==> config.mk <==
export PLATFORM = sky130hd
export DESIGN_NAME = rider_steer_seq
export DESIGN_NICKNAME = d
export VERILOG_FILES = /design/src/rtl/rider_steer_seq.sv
export SDC_FILE = /design/constraint.sdc
export NUM_CORES = 1
export LEC_CHECK = 0
export ABC_AREA = 1
export CAP_MARGIN = 20
export CORE_ASPECT_RATIO = 1.5
export CORE_MARGIN = 3
export CORE_UTILIZATION = 60
export CTS_CLUSTER_DIAMETER = 200
export DETAILED_ROUTE_END_ITERATION = 16
export PLACE_DENSITY_LB_ADDON = 0.2
export SYNTH_ARGS = -nofsm -noshare
export SYNTH_HDL_FRONTEND = slang
export SYNTH_SLANG_ARGS = --single-unit
==> constraint.sdc <==
create_clock -name clk -period 7.45 [get_ports clk]
set_input_delay 0.745 -clock clk [delete_from_list [all_inputs] [get_ports clk]]
set_output_delay 0.745 -clock clk [all_outputs]
set_load 0.005 [all_outputs]
==> src/rtl/rider_steer_seq.sv <==
// Rider mount/dismount detection with hysteresis and stance timer gating steering enable.
// Latency: present 1 clk after load capture, state/rider_off 1 clk later, en_steer 1 clk after state. Optional macro: RIDER_DEBOUNCE_EN.
module rider_steer_seq #(
    parameter int          fast_sim     = 1,
    parameter logic [12:0] MIN_RIDER_WT = 13'h200,
    parameter logic [12:0] WT_HYST      = 13'h040,
    parameter logic [15:0] DB_CYC       = 16'd1024
) (
    input  logic        clk,
    input  logic        rst,
    input  logic        pwr_up,
    input  logic        ld_vld,
    input  logic [11:0] lft_ld,
    input  logic [11:0] rght_ld,
    output logic        en_steer,
    output logic        rider_off,
    output logic [1:0]  seq_state
);

    localparam int          TMR_W  = (fast_sim != 0) ? 15 : 26;
    localparam logic [12:0] OFF_WT = MIN_RIDER_WT - WT_HYST;

    typedef enum logic [1:0] {
        IDLE  = 2'd0,
        WAIT  = 2'd1,
        STEER = 2'd2
    } state_t;

    state_t             state, state_nxt;
    logic [11:0]        lft_q, rght_q;
    logic [12:0]        sum, sum_15_16;
    logic [11:0]        diff;
    logic               diff_gt_1_4, diff_gt_15_16;
    logic               present;
    logic [TMR_W-1:0]   tmr;
    logic               tmr_full, tmr_clr, tmr_inc;
    logic               off_cond;

    always_ff @(posedge clk or posedge rst) begin
        if (rst) begin
            lft_q  <= '0;
            rght_q <= '0;
        end else if (ld_vld) begin
            lft_q  <= lft_ld;
            rght_q <= rght_ld;
        end
    end

    always_comb begin
        sum           = {1'b0, lft_q} + {1'b0, rght_q};
        diff          = (lft_q >= rght_q) ? (lft_q - rght_q) : (rght_q - lft_q);
        sum_15_16     = sum - (sum >> 4);
        diff_gt_1_4   = {1'b0, diff} > (sum >> 2);
        diff_gt_15_16 = {1'b0, diff} > sum_15_16;
    end

    // Between the two thresholds the flop holds, giving mount/dismount hysteresis.
    always_ff @(posedge clk or posedge rst) begin
        if (rst) begin
            present <= 1'b0;
        end else if (sum >= MIN_RIDER_WT) begin
            present <= 1'b1;
        end else if (sum < OFF_WT) begin
            present <= 1'b0;
        end
    end

    assign tmr_full = &tmr;

    always_ff @(posedge clk or posedge rst) begin
        if (rst) begin
            tmr <= '0;
        end else if (tmr_clr) begin
            tmr <= '0;
        end else if (tmr_inc && !tmr_full) begin
            tmr <= tmr + 1'b1;
        end
    end

    always_ff @(posedge clk or posedge rst) begin
        if (rst) begin
            state <= IDLE;
        end else begin
            state <= state_nxt;
        end
    end

    always_comb begin
        state_nxt = state;
        tmr_clr   = 1'b0;
        tmr_inc   = 1'b0;
        if (!pwr_up) begin
            state_nxt = IDLE;
            tmr_clr   = 1'b1;
        end else begin
            case (state)
                IDLE: begin
                    if (present) begin
                        state_nxt = WAIT;
                        tmr_clr   = 1'b1;
                    end
                end
                WAIT: begin
                    if (!present) begin
                        state_nxt = IDLE;
                    end else if (diff_gt_1_4) begin
                        tmr_clr = 1'b1;
                    end else if (tmr_full) begin
                        state_nxt = STEER;
                    end else begin
                        tmr_inc = 1'b1;
                    end
                end
                STEER: begin
                    if (!present) begin
                        state_nxt = IDLE;
                    end else if (diff_gt_15_16) begin
                        state_nxt = WAIT;
                        tmr_clr   = 1'b1;
                    end
                end
                default: begin
                    state_nxt = IDLE;
                    tmr_clr   = 1'b1;
                end
            endcase
        end
    end

    always_ff @(posedge clk or posedge rst) begin
        if (rst) begin
            en_steer <= 1'b0;
        end else begin
            en_steer <= (state == STEER);
        end
    end

    assign off_cond  = !present || !pwr_up;
    assign seq_state = state;

`ifdef RIDER_DEBOUNCE_EN
    // Counter parks at DB_CYC-1 once rider_off is up so reset-state rider_off stays high.
    logic [15:0] db_cnt;

    always_ff @(posedge clk or posedge rst) begin
        if (rst) begin
            db_cnt    <= DB_CYC - 16'd1;
            rider_off <= 1'b1;
        end else if (!off_cond) begin
            db_cnt    <= '0;
            rider_off <= 1'b0;
        end else if (db_cnt >= DB_CYC - 16'd1) begin
            rider_off <= 1'b1;
        end else begin
            db_cnt <= db_cnt + 16'd1;
        end
    end
`else
    always_ff @(posedge clk or posedge rst) begin
        if (rst) begin
            rider_off <= 1'b1;
        end else begin
            rider_off <= off_cond;
        end
    end
`endif

endmodule
=== Yosys cells after proc, flatten, opt, wreduce, memory -nomap -nowiden ===
Cells that the tools add are included.

* Output and inout port bits: 4
* Word-level logic and storage cells: 58
* Bits in registers: 44

* $lt $le $gt $ge: 5
* Add/subtract/negate cells: 5
* Multiplexer cells: 25
* Eq/ne operators: 6
* Reduce and logical (&&, ||, !) cells: 10

{| class="wikitable"
|+ Operators by type and width
! operator !! number
|-
| 15-bit 2-to-1 mux || 2
|-
| 12-bit subtractor || 2
|-
| 15-bit by 1-bit adder with 15-bit output (second input constant) || 1
|-
| 15-bit AND reduction || 1
|-
| 2-bit 2-to-1 mux || 7
|-
| 12-bit by 12-bit adder with 13-bit output || 1
|-
| 13-bit by 10-bit greater-or-equal comparator with 1-bit output (second input constant) || 1
|-
| 12-bit by 13-bit greater-than comparator with 1-bit output || 1
|-
| 13-bit by 9-bit less-than comparator with 1-bit output (second input constant) || 1
|-
| 1-bit 2-to-1 mux || 13
|-
| 13-bit by 9-bit subtractor with 13-bit output || 1
|-
| 12-bit greater-or-equal comparator || 1
|-
| 12-bit by 11-bit greater-than comparator with 1-bit output || 1
|-
| 12-bit 2-to-1 mux || 1
|-
| 4-bit != test (second input constant) || 3
|-
| 2-bit one-hot mux with 3 select lines || 1
|-
| 4-bit AND reduction || 1
|-
| 2-bit nonzero test || 2
|-
| 1-bit logical NOT || 3
|-
| 3-bit != test (second input constant) || 1
|-
| 1-bit one-hot mux with 3 select lines || 1
|-
| 2-bit by 1-bit equality test with 1-bit output (second input constant) || 1
|-
| 2-bit equality test (second input constant) || 1
|-
| 2-bit logical NOT || 1
|-
| other kinds (2) || 2
|}

=== Depth between registers and ports, before layout ===
Gate-level depths: netlist of the first run.

* Depth after elaboration: 10
* Gate-level depth with buffers: 33

=== Worst setup path after synthesis of the first run ===
Ideal clock, no wire load.

* Path type: reg2reg
* Start point: register lft_q[1]
* End point: register tmr[7]
* Arrival: 3.986 ns
* Cell stages (with the launch flop): 28
* Setup time: 0.121 ns
* Period minus slack after synthesis: 4.107 ns
* Setup slack: 3.343 ns
* Path through: dfrtp_1 -> inv_1 -> fa_1 -> inv_1 -> nand2_1 -> nand3_1 -> xor2_1 -> ha_1 -> fa_1 -> inv_1 -> nand2_1 -> o21ai_1 -> a21oi_1 -> xor2_1 -> ha_1 -> nand4_1 -> o21bai_1 -> o211ai_1 -> nand3_1 -> nand2_1 -> a21oi_1 -> nor2_1 -> nand3_1 -> nand2_1 -> nand4_2 -> nand3_4 -> buf_6 -> nor2_2

* Longest elaborated chain between the ends: 9
* Elaborated cells on any way between the ends: 21
* Those cells by class: add/sub (4); order compare (3); mux (12); reduce/logical (2)

{| class="wikitable"
|+ Ends and longest elaborated chain
! item !! RTL line !! text
|-
| start, declared || 30 || <nowiki>logic [11:0] lft_q, rght_q;</nowiki>
|-
| start signal, assigned || 44 || <nowiki>lft_q <= lft_ld;</nowiki>
|-
| parallel branches: the longest is 9 deep, another holds 12-bit by 12-bit adder with 13-bit output || - ||
|-
| end signal, assigned || 76 || <nowiki>tmr <= tmr + 1'b1;</nowiki>
|-
| end, declared || 35 || <nowiki>logic [TMR_W-1:0] tmr;</nowiki>
|}

Several ways; the timed one is not identified.
A chain may end at the register's enable or synchronous reset.

=== Final worst setup path of the first run ===
* Start point: register lft_q[0]
* End point: register tmr[9]

The elaborated chain is that of the path after synthesis.

==> results of run 1 <==
## critical path, delay by kind of cell, from the launching register on
| family | cells | cell delay (ns) |
|---|---|---|
| buffers and inverters | 3 | 0.31 |
| AOI/OAI and AO/OA | 5 | 0.76 |
| DFF | 1 | 0.38 |
| and+or+nand+nor | 12 | 1.25 |
| xor gates and xnor gates | 2 | 0.33 |
| adders and majority gates | 5 | 1.69 |
## cell usage in the layout (no fill, tap or decap), types with 12 or more instances in the layout
| master | count |
|---|---|
| nand2_1 | 231 |
| inv_1 | 122 |
| ha_1 | 69 |
| nand3_1 | 65 |
| nor2_1 | 50 |
| dfrtp_1 | 43 |
| o21ai_0 | 35 |
| a21oi_1 | 34 |
| clkdlybuf4s50_1 | 31 |
| nand2_2 | 20 |
| nand4_1 | 20 |
| xor2_1 | 19 |
| nor2_2 | 14 |
| inv_2 | 12 |
## path summary, 6_finish.rpt
| kind | cells past startpoint | start | slack [ns] | to |
|---|---|---|---|---|
| max | 27 | lft_q[0]$_DFFE_PP0P_ | 2.61 | tmr[9]$_DFFE_PP0P_ |
| min | 1 | lft_q[11]$_DFFE_PP0P_ | 0.57 | lft_q[11]$_DFFE_PP0P_ |
| max reg2reg | 27 | lft_q[0]$_DFFE_PP0P_ | 2.61 | tmr[9]$_DFFE_PP0P_ |
| min reg2reg | 1 | lft_q[11]$_DFFE_PP0P_ | 0.57 | lft_q[11]$_DFFE_PP0P_ |
| max in group asynchronous | 3 | rst | 6.14 | rider_off$_DFF_PP1_ |
| min in group asynchronous | 3 | rst | 0.91 | lft_q[2]$_DFFE_PP0P_ |
## state kept, by name (all words and copies together) (netlist names)
signal,count
en_steer,1
lft_q,12
present,1
rght_q,12
rider_off,1
seq_state,2
tmr,15
## through the flow
step	hold slack, ns	worst slack [ns]	total power, µW
floorplan	0.485	3.34	1080
global placement	0.536	2.72	1290
detailed placement	0.545	2.66	1320
CTS	0.560	2.64	1590
global route	0.585	2.18	1740
finish	0.570	2.61	1600
## cells by family (layout without fill, tap and decap cells)
kind of cell	Yosys count	after routing	synth area share, %
compound gates	91	91	9.51
xor+xnor	26	26	4.33
fa+ha+maj	73	73	17.4
buf+inv	154	178	12.1
flops	44	44	20.3
mux	2	2	0.391
simple gates	426	426	36.0
## final cells by class
type,instances,share of cell area (%)
timing repair buffer,33,5.49
clock buffer,5,2.11
sequential,44,18.6
multi-input combinational,618,62.0
clock inverter,3,0.803
inverter,137,8.72
tap,107,2.26
## power by group through the flow
stage / logic, µW / clock network [µW] / registers, µW
global route: 1180 / 276 / 282
CTS: 1040 / 268 / 279
finish: 1050 / 264 / 278
detailed placement: 1030 / 0 / 283
global placement: 1010 / 0 / 282
floorplan: 805 / 0 / 280
## metal layers
metal  track usage, %  vias to the layer above  wire [µm]
li1                 -                     2633          -
met1             29.6                     2415       5260
met2             50.9                      167       7120
met3             3.09                       46        555
met4             14.6                        0        586
met5                0                        -          0
==> results.md, run 1 <==
- Status: finished clean
- Post-CTS Setup Inserts: 0
- Largest net degree at the start of global routing: 48
- Global-route wire length before repair: between 20000 and 25000 µm
- Area leader, netlist: dfrtp_1
- Worst-path fanout max: 15
- IO Port Bufs: 31
- Placed cells: between 900 and 1000
- Slew HR: between 50% and 60%
- Proportion of layout cells with a drive suffix above 1: between 10% and 20%
- Share of the synthesized area in the top cell type: about a fifth
- Initial Utilization: roughly 63%
- Post_cts resized: 0
- CTS tree: yes
- RePlAce Congestion: 0.956
- DR iter-0 viols: roughly 270
- Total grt overflow: 0
- Final Net Count: 940
- Syn_nets: roughly 920
- Primary FF master, synth: dfrtp_1
- Synth top cells by count: 231 x nand2_1, 123 x inv_1, 69 x ha_1
- Die H: 123 µm
- WS Path Type: reg -> reg
- Lkg Pwr: around 0.0031 µW
- Core Region: 8620 µm²
- CP most frequent cell: nand2_1
- Final ANT Viol Nets: 0
- Mean Syn Cell Area: 6.66 µm²
- # setup viols final: 0
- Unique masters post-synth: 45
- IO Pins: 32
- Iteration count of the initial detailed-routing pass: 5
- Pins over their slew limit: 0
- Clk buf depth: 2
- Fmax: about 0.21 GHz
- Internal power: approximately 810 µW
- Placed Area: about 5800 µm²
- Post-synth ARST share: 100%
- Register area share after synthesis: roughly 20%
- RSZ-0062 raised after global routing: false
- Die ar.: 10300 µm²
- Warnings, synthesis: 0
- WP data arrival: 5.03 ns
- Worst Skew: 0.00972 ns
- CP Data Required Time: roughly 7.6 ns
- Least-Margin Pin Slew: around 0.60 ns
- Fin crit share: 65.0%
- P&R area growth vs syn: 9.00%
- Clk pin slew, worst setup/hold paths: 0.07 ns
- Final HPWL DP: about 11000 µm
- Wire per inst: approximately 14 µm
- Design area: around 6000 µm²
- Largest stage delay on the critical path: roughly 0.44 ns
- FF+latch area: 1100 µm²
- Worst-skew pair later-pin latency: approximately 0.3 ns
- Synth top area cells: dfrtp_1 20%, nand2_1 16%, ha_1 16%
- Num CTS Buffers: 5
- Clk pwr share: between 15 and 20%
- Utilization after layout: 68.7%
- Slowest cell on crit path: fa_1
- Power Dens Cells: 269 nW/µm²
- FILL cells: 760
- DRC errors left: 0
- DRT Wirelength: ~14000 µm
- Worst setup SP type: flip-flop
- Psw: ~790 µW
- #FFs+latches synth: 44
- GRT Total Usage: 27.1%
- Die width: ~84 µm
- Mapped Area: about 5400 µm²
- Initial antenna violation count: 0
- Peak supply drop: between 0.00015 and 0.0002 V
- # diodes: 0
- Max Cap Violations: 0
- Most common cell in the netlist: nand2_1
- Hold buffer count at cts: 0
- Nature of the critical path endpoint: flip-flop
- # rows: between 40 and 50
- Switching share of power: 49.5%
- TNS Setup: 0 ns
- Vias in the first global route: a little over 5000
- Crit path time final: ~4.8 ns
- Hold Crit Class: reg -> reg
- CTS Sinks: 44
- Mapped Cells: 816
- Vias: 5261
- Post-synth EDFFs: 0
- Sequential share of power: approximately 17%
- Clock Tree Root: clkbuf_16
- Cell Count, Final, Fillers Out: roughly 950
- Hold Violations, Final: 0
- Vias per cell: roughly 5.6
- Comb power frac: roughly 66%
- Multi-input gate area: about 3700 µm²
- # H-tree levels: 2
Power figures use the tool's default switching activity.
==> run 2: changes to the inputs <==
Settings changed: CORE_UTILIZATION 60 to 56.
Clock period 7.45 ns to 4.13 ns, I/O delays scaled along.
==> results.md, run 2 (same netlist as run 1, synthesis figures left out) <==
- Status: finished, violations left
- Failing checks: setup timing
- Power Dens Cells: about 520 nW/µm²
- Final ANT Viol Nets: 0
- CTS Sinks: 44
- Die width: just under 90 µm
- Core Region: between 9000 and 10000 µm²
- Design area: between 7000 and 8000 µm²
- WP data arrival: 4.37 ns
- Comb power frac: about 73%
- IO Port Bufs: 31
- Hold Violations, Final: 0
- Die ar.: roughly 11000 µm²
- Top reg by flops: tmr
- Vias: 5761
- Commonest non-fill, non-tap cell in the layout: nand2_1
- # diodes: 0
- Utilization after layout: around three quarters
- Worst Skew: ~0.0087 ns
- CTS tree: yes
- Lkg Pwr: around 0.0037 µW
- Pins over their slew limit: 0
- Max Cap Violations: 0
- Tot Pwr: 3720 µW
- RePlAce Congestion: about 0.96
- Placed Area: between 6000 and 7000 µm²
- Num CTS Buffers: 5
- Clk pwr share: about an eighth
- Total grt overflow: 0
- WHS: around 0.57 ns
- Clk pin slew, worst setup/hold paths: about 0.070 ns
- FF-to-FF setup slack: -0.06 ns
- Most frequent cells in the layout: 213 x nand2_1, 113 x inv_1, 101 x buf_4
- Final Net Count: approximately 1000
- GRT Total Usage: 29.1%
- Vias per cell: around 5.5
- Endpoint, Worst Hold: rght_q[11]$_DFFE_PP0P_
- R2R cell count: 27
- Crit path time final: about 4.2 ns
- Fmax: approximately 0.24 GHz
- # H-tree levels: 2
- Worst-skew pair later-pin latency: around 0.30 ns
- Psw: ~1800 µW
- Peak supply drop: ~0.00046 V
- HP Start: rght_q[11]$_DFFE_PP0P_
- Switching share of power: a little under half
- Worst Slack Setup Final: -0.0557 ns
- Final HPWL DP: ~12000 µm
- DR iter-0 viols: ~260
- Fin crit share: 101%
- # rows: 43
- Slew HR: between 30 and 40%
- Clk buf depth: 2
- Nature of the critical path endpoint: flip-flop
- Iteration count of the initial detailed-routing pass: 5
- Least-Margin Pin Slew: about 0.96 ns
- Hold Crit Class: reg -> reg
- Reg2Reg Capture Point: tmr[10]$_DFFE_PP0P_
- Hold buffer count at cts: 0
- DRT Wirelength: 16500 µm
- Vias in the first global route: 5746
- RSZ-0062 raised after global routing: true
- Initial antenna violation count: 0
- Hold depth: 2
- Worst-path fanout max: 8
- Largest net degree at the start of global routing: 45
- Initial Utilization: about three fifths
- Wire per inst: 15.7 µm
- Top flop regs: tmr (15), lft_q (12), rght_q (12)
- Global-route wire length before repair: between 20000 and 30000 µm
- Internal power: approximately 2000 µW
- IO Pins: 32
- CP Data Required Time: 4.31 ns
- # setup viols final: 15
- RR Startpoint: lft_q[4]$_DFFE_PP0P_
- Worst setup SP type: flip-flop
- Sequential share of power: around 14%
- Largest register FFs: 15
- Clock Tree Root: clkbuf_16
- DRC errors left: 0
- Die H: around 130 µm
- Proportion of layout cells with a drive suffix above 1: about 29%
- P&R area growth vs syn: 32.2%
- WS Path Type: reg -> reg
## run 2: cell types whose count changed in the layout (fill, tap and decap cells not counted), moves of 12 or more
cell	delta
buf_4	+99
nor2_1	-13
nand2_2	+16
ha_1	-17
nand2_1	-18
a21oi_1	-12
## run 2: how the worst max path moves through the flow
stage / from / cells after the start / to / slack (ns)
finish: lft_q[4]$_DFFE_PP0P_ / 27 / tmr[10]$_DFFE_PP0P_ / -0.06
global route: lft_q[0]$_DFFE_PP0P_ / 31 / tmr[0]$_DFFE_PP0P_ / -0.33
CTS: lft_q[0]$_DFFE_PP0P_ / 28 / tmr[9]$_DFFE_PP0P_ / -0.02
detailed placement: lft_q[0]$_DFFE_PP0P_ / 30 / tmr[12]$_DFFE_PP0P_ / -0.31
global placement: lft_q[0]$_DFFE_PP0P_ / 30 / tmr[12]$_DFFE_PP0P_ / -0.20
floorplan: lft_q[1]$_DFFE_PP0P_ / 27 / tmr[7]$_DFFE_PP0P_ / 0.02
## run 2: worst max-delay path, cell delays in order, from the launching register on
cell	delay, ns
dfrtp_1	0.38
inv_1	0.11
ha_4	0.24
buf_4	0.17
nor2_4	0.18
nand2_1	0.11
nor2_1	0.17
nand2_2	0.12
nand3_1	0.12
nand2_1	0.08
nand2_1	0.11
ha_1	0.28
a21oi_2	0.18
nand2_4	0.09
xnor2_4	0.17
ha_4	0.27
nand4_1	0.08
o21bai_1	0.17
o211ai_1	0.09
nand3_1	0.10
nand2_1	0.08
a21oi_2	0.05
nor2_1	0.11
nand3_1	0.12
nand2_2	0.10
nand4_4	0.12
nand3_4	0.20
nor2_1	0.06
## run 2: area by class of cell
class,count,area [µm²]
Clock buffer,5,125
Clock inverter,3,46.3
Fill cell,710,2180
Inverter,137,522
Multi-Input combinational cell,619,4160
Sequential cell,44,1100
Tap cell,112,140
Timing Repair Buffer,134,1090
## run 2: stage by stage
stage / instances / setup WS [ns] / TNS (ns)
2_1_floorplan: 816 / 0.0230 / 0
3_3_place_gp: 1031 / -0.198 / -3.02
3_5_place_dp: 1031 / -0.309 / -4.63
4_1_cts: 1045 / -0.0154 / -0.0186
5_1_grt: 1054 / -0.327 / -4.92
6_report: 1054 / -0.0557 / -0.495
## run 2: power groups by stage
stage / Clock [µW] / Combinational, µW / Sequential (µW)
after detailed placement: 0 / 2210 / 510
after CTS: 490 / 2420 / 503
final: 485 / 2730 / 505
after global placement: 0 / 2170 / 506
after floorplan: 0 / 1450 / 505
after global routing: 504 / 2980 / 509
## run 2: metal layers
| metal | wire length [µm] | vias up | global-route usage, % | share of wire, % |
|---|---|---|---|---|
| met4 | 1310 | 0 | 19.2 | 7.9 |
| met3 | 539 | 91 | 2.92 | 3.3 |
| met2 | 8760 | 209 | 55.5 | 53 |
| met5 | 0 | - | 0 | 0 |
| met1 | 5930 | 2614 | 28.6 | 36 |
| li1 | - | 2847 | - | - |
## run 2: repair_timing
| action | 4_1_cts | 5_1_grt |
|---|---|---|
| pin swaps | 16 | 45 |
| resized for setup | 47 | 71 |
| buffers inserted | 5 | 9 |
| endpoints found under the setup margin | 17 | 17 |
| cloned | 1 | 0 |
